[src/rtl/cpu_defs.sv]
// cpu_defs: shared opcodes, IF/ID bundle and range helper for the MIPS core
package cpu_defs;
  localparam logic [31:0] NOP_INSTR = 32'h0;
  localparam logic [5:0] OP_J = 6'b000010;
  localparam logic [5:0] OP_BEQ = 6'b000100;
  typedef struct packed {
    logic [31:0] instr;
    logic [31:0] pc_plus4;
    logic        valid;
  } if_id_t;
  localparam if_id_t BUBBLE = '{instr: NOP_INSTR, pc_plus4: 32'h0, valid: 1'b0};
  function automatic logic in_range(input logic [31:0] addr, input int words);
    return addr < 32'(words * 4);
  endfunction
endpackage

[src/rtl/fetch_target_calc.sv]
// fetch_target_calc: branch and jump targets relative to the instruction in ID
module fetch_target_calc (
  input  logic [31:0] pc_plus4,
  input  logic [15:0] offset,
  input  logic [25:0] index,
  output logic [31:0] branch_target,
  output logic [31:0] jump_target
);
  assign branch_target = pc_plus4 + {{14{offset[15]}}, offset, 2'b00};
  assign jump_target = {pc_plus4[31:28], index, 2'b00};
endmodule

[src/rtl/instruction_fetch_unit.sv]
// instruction_fetch_unit: PC, IF/ID register, redirects, stalls and end-of-program halt
module instruction_fetch_unit
  import cpu_defs::*;
#(
  parameter logic [31:0] RESET_PC = 32'h0000_0000,
  parameter int MEM_WORDS = 30
) (
  input  logic        clk,
  input  logic        reset,
  output logic [31:0] ReadAddress,
  input  logic [31:0] Instruction,
  input  logic        Stall,
  input  logic        Branch,
  input  logic [15:0] BranchOffset,
  input  logic        Jump,
  input  logic [25:0] JumpIndex,
  output logic [31:0] IF_ID_Instruction,
  output logic [31:0] IF_ID_PCPlus4,
  output logic        IF_ID_Valid,
  output logic        Halted,
  output logic [31:0] FetchCount
);
  logic [31:0] pc, branch_target, jump_target, target;
  if_id_t if_id;
  fetch_target_calc u_calc (
    .pc_plus4(if_id.pc_plus4),
    .offset(BranchOffset),
    .index(JumpIndex),
    .branch_target(branch_target),
    .jump_target(jump_target)
  );
  assign target = Jump ? jump_target : branch_target;
  assign ReadAddress = pc;
  assign IF_ID_Instruction = if_id.instr;
  assign IF_ID_PCPlus4 = if_id.pc_plus4;
  assign IF_ID_Valid = if_id.valid;
  always_ff @(posedge clk) begin
    if (reset) begin
      pc <= RESET_PC;
      if_id <= BUBBLE;
      Halted <= 1'b0;
      FetchCount <= 32'h0;
    end else if (Jump || Branch) begin
      pc <= target;
      if_id <= BUBBLE;
      Halted <= !in_range(target, MEM_WORDS);
    end else if (!Stall) begin
      if (in_range(pc, MEM_WORDS)) begin
        pc <= pc + 32'd4;
        if_id <= '{instr: Instruction, pc_plus4: pc + 32'd4, valid: 1'b1};
        FetchCount <= FetchCount + 32'd1;
      end else begin
        if_id <= BUBBLE;
        Halted <= 1'b1;
      end
    end
  end
endmodule

[config.mk]
export PLATFORM = sky130hd
export DESIGN_NAME = instruction_fetch_unit
export DESIGN_NICKNAME = d
export VERILOG_FILES = /design/src/rtl/cpu_defs.sv /design/src/rtl/fetch_target_calc.sv /design/src/rtl/instruction_fetch_unit.sv
export SDC_FILE = /design/constraint.sdc
export NUM_CORES = 1
export LEC_CHECK = 0
export BUFFER_PORTS_ARGS = -buffer_cell sky130_fd_sc_hd__buf_2
export CORE_MARGIN = 3
export CORE_UTILIZATION = 50
export CTS_CLUSTER_DIAMETER = 40
export DETAILED_ROUTE_END_ITERATION = 12
export PLACE_DENSITY_LB_ADDON = 0.05
export SKIP_LAST_GASP = 1
export SLEW_MARGIN = 30
export SYNTH_ARGS = -nofsm -noshare
export SYNTH_HDL_FRONTEND = slang
export SYNTH_SLANG_ARGS = --single-unit
[constraint.sdc]
create_clock -name clk -period 4.3 [get_ports clk]
set_input_delay 0.215 -clock clk [delete_from_list [all_inputs] [get_ports clk]]
set_output_delay 0.215 -clock clk [all_outputs]
set_load 0.05 [all_outputs]
After elaboration in Yosys (flattened, before gate mapping)
Cells that the tools add are included.
- flip-flop bits (word level): 130
- input port bits: 79
- output and inout bits: 130
- logic and storage cells: 30
- add/sub/neg operators: 3
- magnitude comparators: 2
- eq/ne operators: 2
- mux-type cells: 8
- bitwise gates (word level): 2
- reduce and logical (&&, ||, !) cells: 7
- operators by type and width (kind ; number):
    32-bit two-way mux ; 4
    65-bit two-way mux ; 1
    32-bit by 7-bit less-than comparator with 1-bit output (second input constant) ; 2
    32-bit by 1-bit adder with 32-bit output (second input constant) ; 1
    32-bit by 3-bit adder with 32-bit output (second input constant) ; 1
    32-bit adder ; 1
    2-bit AND reduction ; 2
    1-bit two-way mux ; 3
    3-bit AND reduction ; 1
    2-bit by 1-bit != test with 1-bit output (second input constant) ; 1
    2-bit != test (second input constant) ; 1
    1-bit inverter ; 2
    2-bit nonzero test ; 1
    2-bit OR reduction ; 1
    1-bit logical NOT ; 1
    1-bit logical OR ; 1

Depth between registers and ports, before layout
- depth after elaboration: 5
- gate-level depth with buffers: 12
- depth with buffers taken out: 12

Modules after synthesis
Synthesis repeated with hierarchy kept, for this count alone.
- cell total of the unflattened synthesis: 893
- area, all modules: 7439.6 µm²
- by module, submodules not included (module ; instances ; cells each ; area each (µm²) ; sequential area each (µm²)):
    instruction_fetch_unit ; 1 ; 608 ; 5431.5 ; 2602.5
    fetch_target_calc ; 1 ; 285 ; 2008.2 ; 0.0

Worst setup path after synthesis
Ideal clock, no wire load.
- kind: reg-to-reg
- from: reg if_id, in the netlist IF_ID_PCPlus4[2]
- to: reg Halted
- arrival time: 3.393 ns
- required time: 4.168 ns
- path slack: 0.775 ns
- cell stages (with the launch flop): 13
- path buffers: 0
- period minus slack after synthesis: 3.525 ns
- path through: dfxtp_1 ha_1 fa_1 a211o_1 a21o_1 a211oi_2 o211a_1 o31a_1 xnor2_1 or4_4 a2111oi_2 and4b_1 nor3_1
- longest elaborated chain between the ends: 5
- RTL lines (item ; line ; source):
    start: declaration ; instruction_fetch_unit.sv:24 ; if_id_t if_id;
    start signal: assignment ; instruction_fetch_unit.sv:50 ; if_id <= '{instr: Instruction, pc_plus4: pc + 32'd4, valid: 1'b1};
    32-bit adder ; fetch_target_calc.sv:9 ; assign branch_target = pc_plus4 + {{14{offset[15]}}, offset, 2'b00};
    32-bit two-way mux ; instruction_fetch_unit.sv:32 ; assign target = Jump ? jump_target : branch_target;
    32-bit by 7-bit less-than comparator with 1-bit output ; cpu_defs.sv:13 ; return addr < 32'(words * 4);
    1-bit logical NOT ; instruction_fetch_unit.sv:46 ; Halted <= !in_range(target, MEM_WORDS);
    1-bit two-way mux ; instruction_fetch_unit.sv:43 ; end else if (Jump || Branch) begin
    end signal: assignment ; instruction_fetch_unit.sv:46 ;
    end: declaration ; instruction_fetch_unit.sv:20 ; output logic Halted,
Every way passes these cells.
A chain may end at the register's enable or synchronous reset.

Worst setup path in the final report
Same ends and word-level chain as after synthesis.

==> results.cfg <==
[sta]
fmax_mhz = 274.3
tightest_slew_ns = 0.8849
clock_skew_ns = 0.009990
fin_crit_sh = 0.8478
rsz0062_at_grt = false
final_hold_viol_count = 0
drv_slew = 0
setup_viol = 0
period_needed_ns = 3.646
totalNegativeSetupSlack_ns = 0
setup_ws_ns = 0.6543
relSlewSlack = 0.4101
holdWs_ns = 0.02867

[logic_synthesis]
yosysTopAreaCell = dfxtp_1
syn_avg_cell_area_um2 = 8.034
yosysUniqueCellTypes = 72
async_flop_share = 0
syn-instance-count = 890
syn_area_um2 = 7151
synthTopCellsByArea = dfxtp_1 36%, nor2_1 6.3%, a21oi_1 5.7%
yosys_warnings = 0
yosys-top-cells-count = 130 x dfxtp_1, 120 x nor2_1, 94 x nand2_1
synth_edf_count = 0
synth_most_common_cell = dfxtp_1
syn_nets = 1001
synth_top_area_frac = 0.3640
ys_seq_area_frac = 0.3640
ys_ff_latch = 130
synth_flop_cell = dfxtp_1

[detailed_routing]
dr_total_vias = 7119
viasPerCell = 5.619
drc = 0
final_antenna_net_count = 0
drt-pass1-iter-count = 5
wl_um = 20780
drt_iter0_markers = 549
wl_per_cell_um = 16.40

[clocking]
cts_buffers = 17
ctsLongestPathBuffers = 2
cts_tree = built
path_clk_slew_ns = 0.06
cts_hold_buf = 0
post-cts-setup-buffers = 0
clock_latency_ns = 0.43
post_cts_resized = 0
clock-sinks = 130
cts.root.buffer_cell = clkbuf_16
cts.htree.levels = 4

[power_and_ir_drop]
leakagePower_nw = 4.107
irDropWorstVdd_uv = 291.8
p_per_area_nw_per_um2 = 342.4
p_total_mw = 3.035

[die]
die_w_um = 125.6
start_util = 0.5132
num_io_pins = 209
row_count = 43
die_h_um = 125.6
core_um2 = 13930
die_area_um2 = 15770

[hold_path]
min-delay-start = JumpIndex[0]
min_path_type = in2reg

[placed_design]
portBuffers = 208
place_area_um2 = 8283
hpwl_um = 15380
place.gp.congestion = 0.9370
dpl.cell_count = 1234
dp_slack_ns = 0.7290

[finish]
finalNetCount = 1184
drive_above_1_share = 0.2431
final_cell_area_um2 = 8865
synthToLayoutAreaGrowth_pct = 23.97
fillCellCount = 1279
fin_util = 0.6362
fin_cells = 1267

[worst_setup_path]
path_cells = ha_1, fa_1, a211o_1, a2111oi_0, a221oi_1, a31oi_1, nand4_1, a2111oi_0, nand4_1, a2111oi_2, and4b_1, nor3_1
critPathKind = reg2reg
critPathArrivalTime_ns = 3.93
start_kind = flop
cp-end-kind = flop
critPathSlowestCell = a2111oi_0
path_max_fanout = 5
worstPathRequired_ns = 4.58
crit_start = IF_ID_PCPlus4[2]$_SDFFE_PP0N_
max_stage_delay_ns = 0.52
regToRegStartpoint = IF_ID_PCPlus4[2]$_SDFFE_PP0N_

[run]
maxCapViolCount = 0

[global_route]
grt_pass1_vias = 6597
antenna_found_initial = 1
grt_pass1_wl_um = 33640
overflow = 0
grt_max_degree = 107
grtUsageTotal = 0.2589

[run_status]
status = completed
## critical path: cells and delay by family (launching register included)
| family | cells | cell delay, ns |
|---|---|---|
| compound gates | 6 | 1.94 |
| fa+ha+maj | 2 | 0.64 |
| flops | 1 | 0.33 |
| simple gates | 4 | 0.59 |
## final timing paths
check                                                          end  cells past startpoint  slack (ns)
worst max register to register                 Halted$_SDFFE_PP0P_                     12        0.65
worst max-delay path                           Halted$_SDFFE_PP0P_                     12        0.65
worst min-delay path                   ReadAddress[2]$_SDFFE_PP0P_                      3        0.03
worst min register to register  IF_ID_Instruction[30]$_SDFFE_PP0N_                      2        0.46
## area by class of cell
cell class                      count  area, um^2  area share
Inverter                           20       75.07    0.008469
Tap cell                          180       225.2     0.02541
Clock buffer                       21       450.4     0.05081
Clock inverter                     11       128.9     0.01454
Sequential cell                   130        2603      0.2936
Multi-Input combinational cell    687        4272      0.4819
Timing Repair Buffer              217        1109      0.1251
Antenna cell                        1       2.502   0.0002823
## cell families (layout without fill, tap and decap cells)
logic type / count (synthesis) / in the layout / share of synthesized area
and+or+nand+nor: 385 / 385 / 0.2637
AOI/OAI and AO/OA: 203 / 203 / 0.1913
buffers and inverters: 73 / 269 / 0.03902
adders and majority gates: 32 / 32 / 0.05704
xor gates and xnor gates: 51 / 51 / 0.06247
other: 0 / 1 / 0
DFF: 130 / 130 / 0.3640
muxes: 16 / 16 / 0.02257
## per-layer routing
layer,GRT usage,routed length [um],up-vias
met5,0,0,-
met4,0.08227,390,0
met3,0.08372,1797,32
met2,0.3962,9034,271
met1,0.3480,9557,3266
li1,-,-,3550
## power by group
group          internal, mW  leakage [nW]  switching [mW]  total, mW
combinational         0.112          2.77           0.246      0.358
sequential             1.23          1.05          0.0225       1.25
clock                 0.872         0.278           0.556       1.43
total                  2.21          4.11           0.825       3.03
## cell usage in the layout, fill, tap and decap left out, types with 4 or more instances in the layout
cell and n:
buf_2 208, dfxtp_1 130, nor2_1 119, nand2_1 94
a21oi_1 82, and3_1 37, xor2_1 33, ha_1 31
nand3_1 28, nand3b_1 20, o21ai_0 20, inv_1 18
xnor2_1 18, nor3_1 17, clkbuf_16 17, mux2i_1 15
nand4_1 14, a211oi_1 12, or3_1 11, a21o_1 11
nor4_1 10, nor2b_1 9, buf_4 9, o211ai_1 7
o21bai_1 5, a31oi_1 5, o221ai_1 5, o21a_1 5
a221oi_1 5, and2_1 5, o211a_1 4, o22ai_1 4
a311oi_1 4
## registers in the layout (all words and copies together), names as in the netlist
register           cells
FetchCount            32
IF_ID_Instruction     32
IF_ID_PCPlus4         32
ReadAddress           32
Halted                 1
IF_ID_Valid            1
No activity file was read; power rests on OpenSTA's default activity.
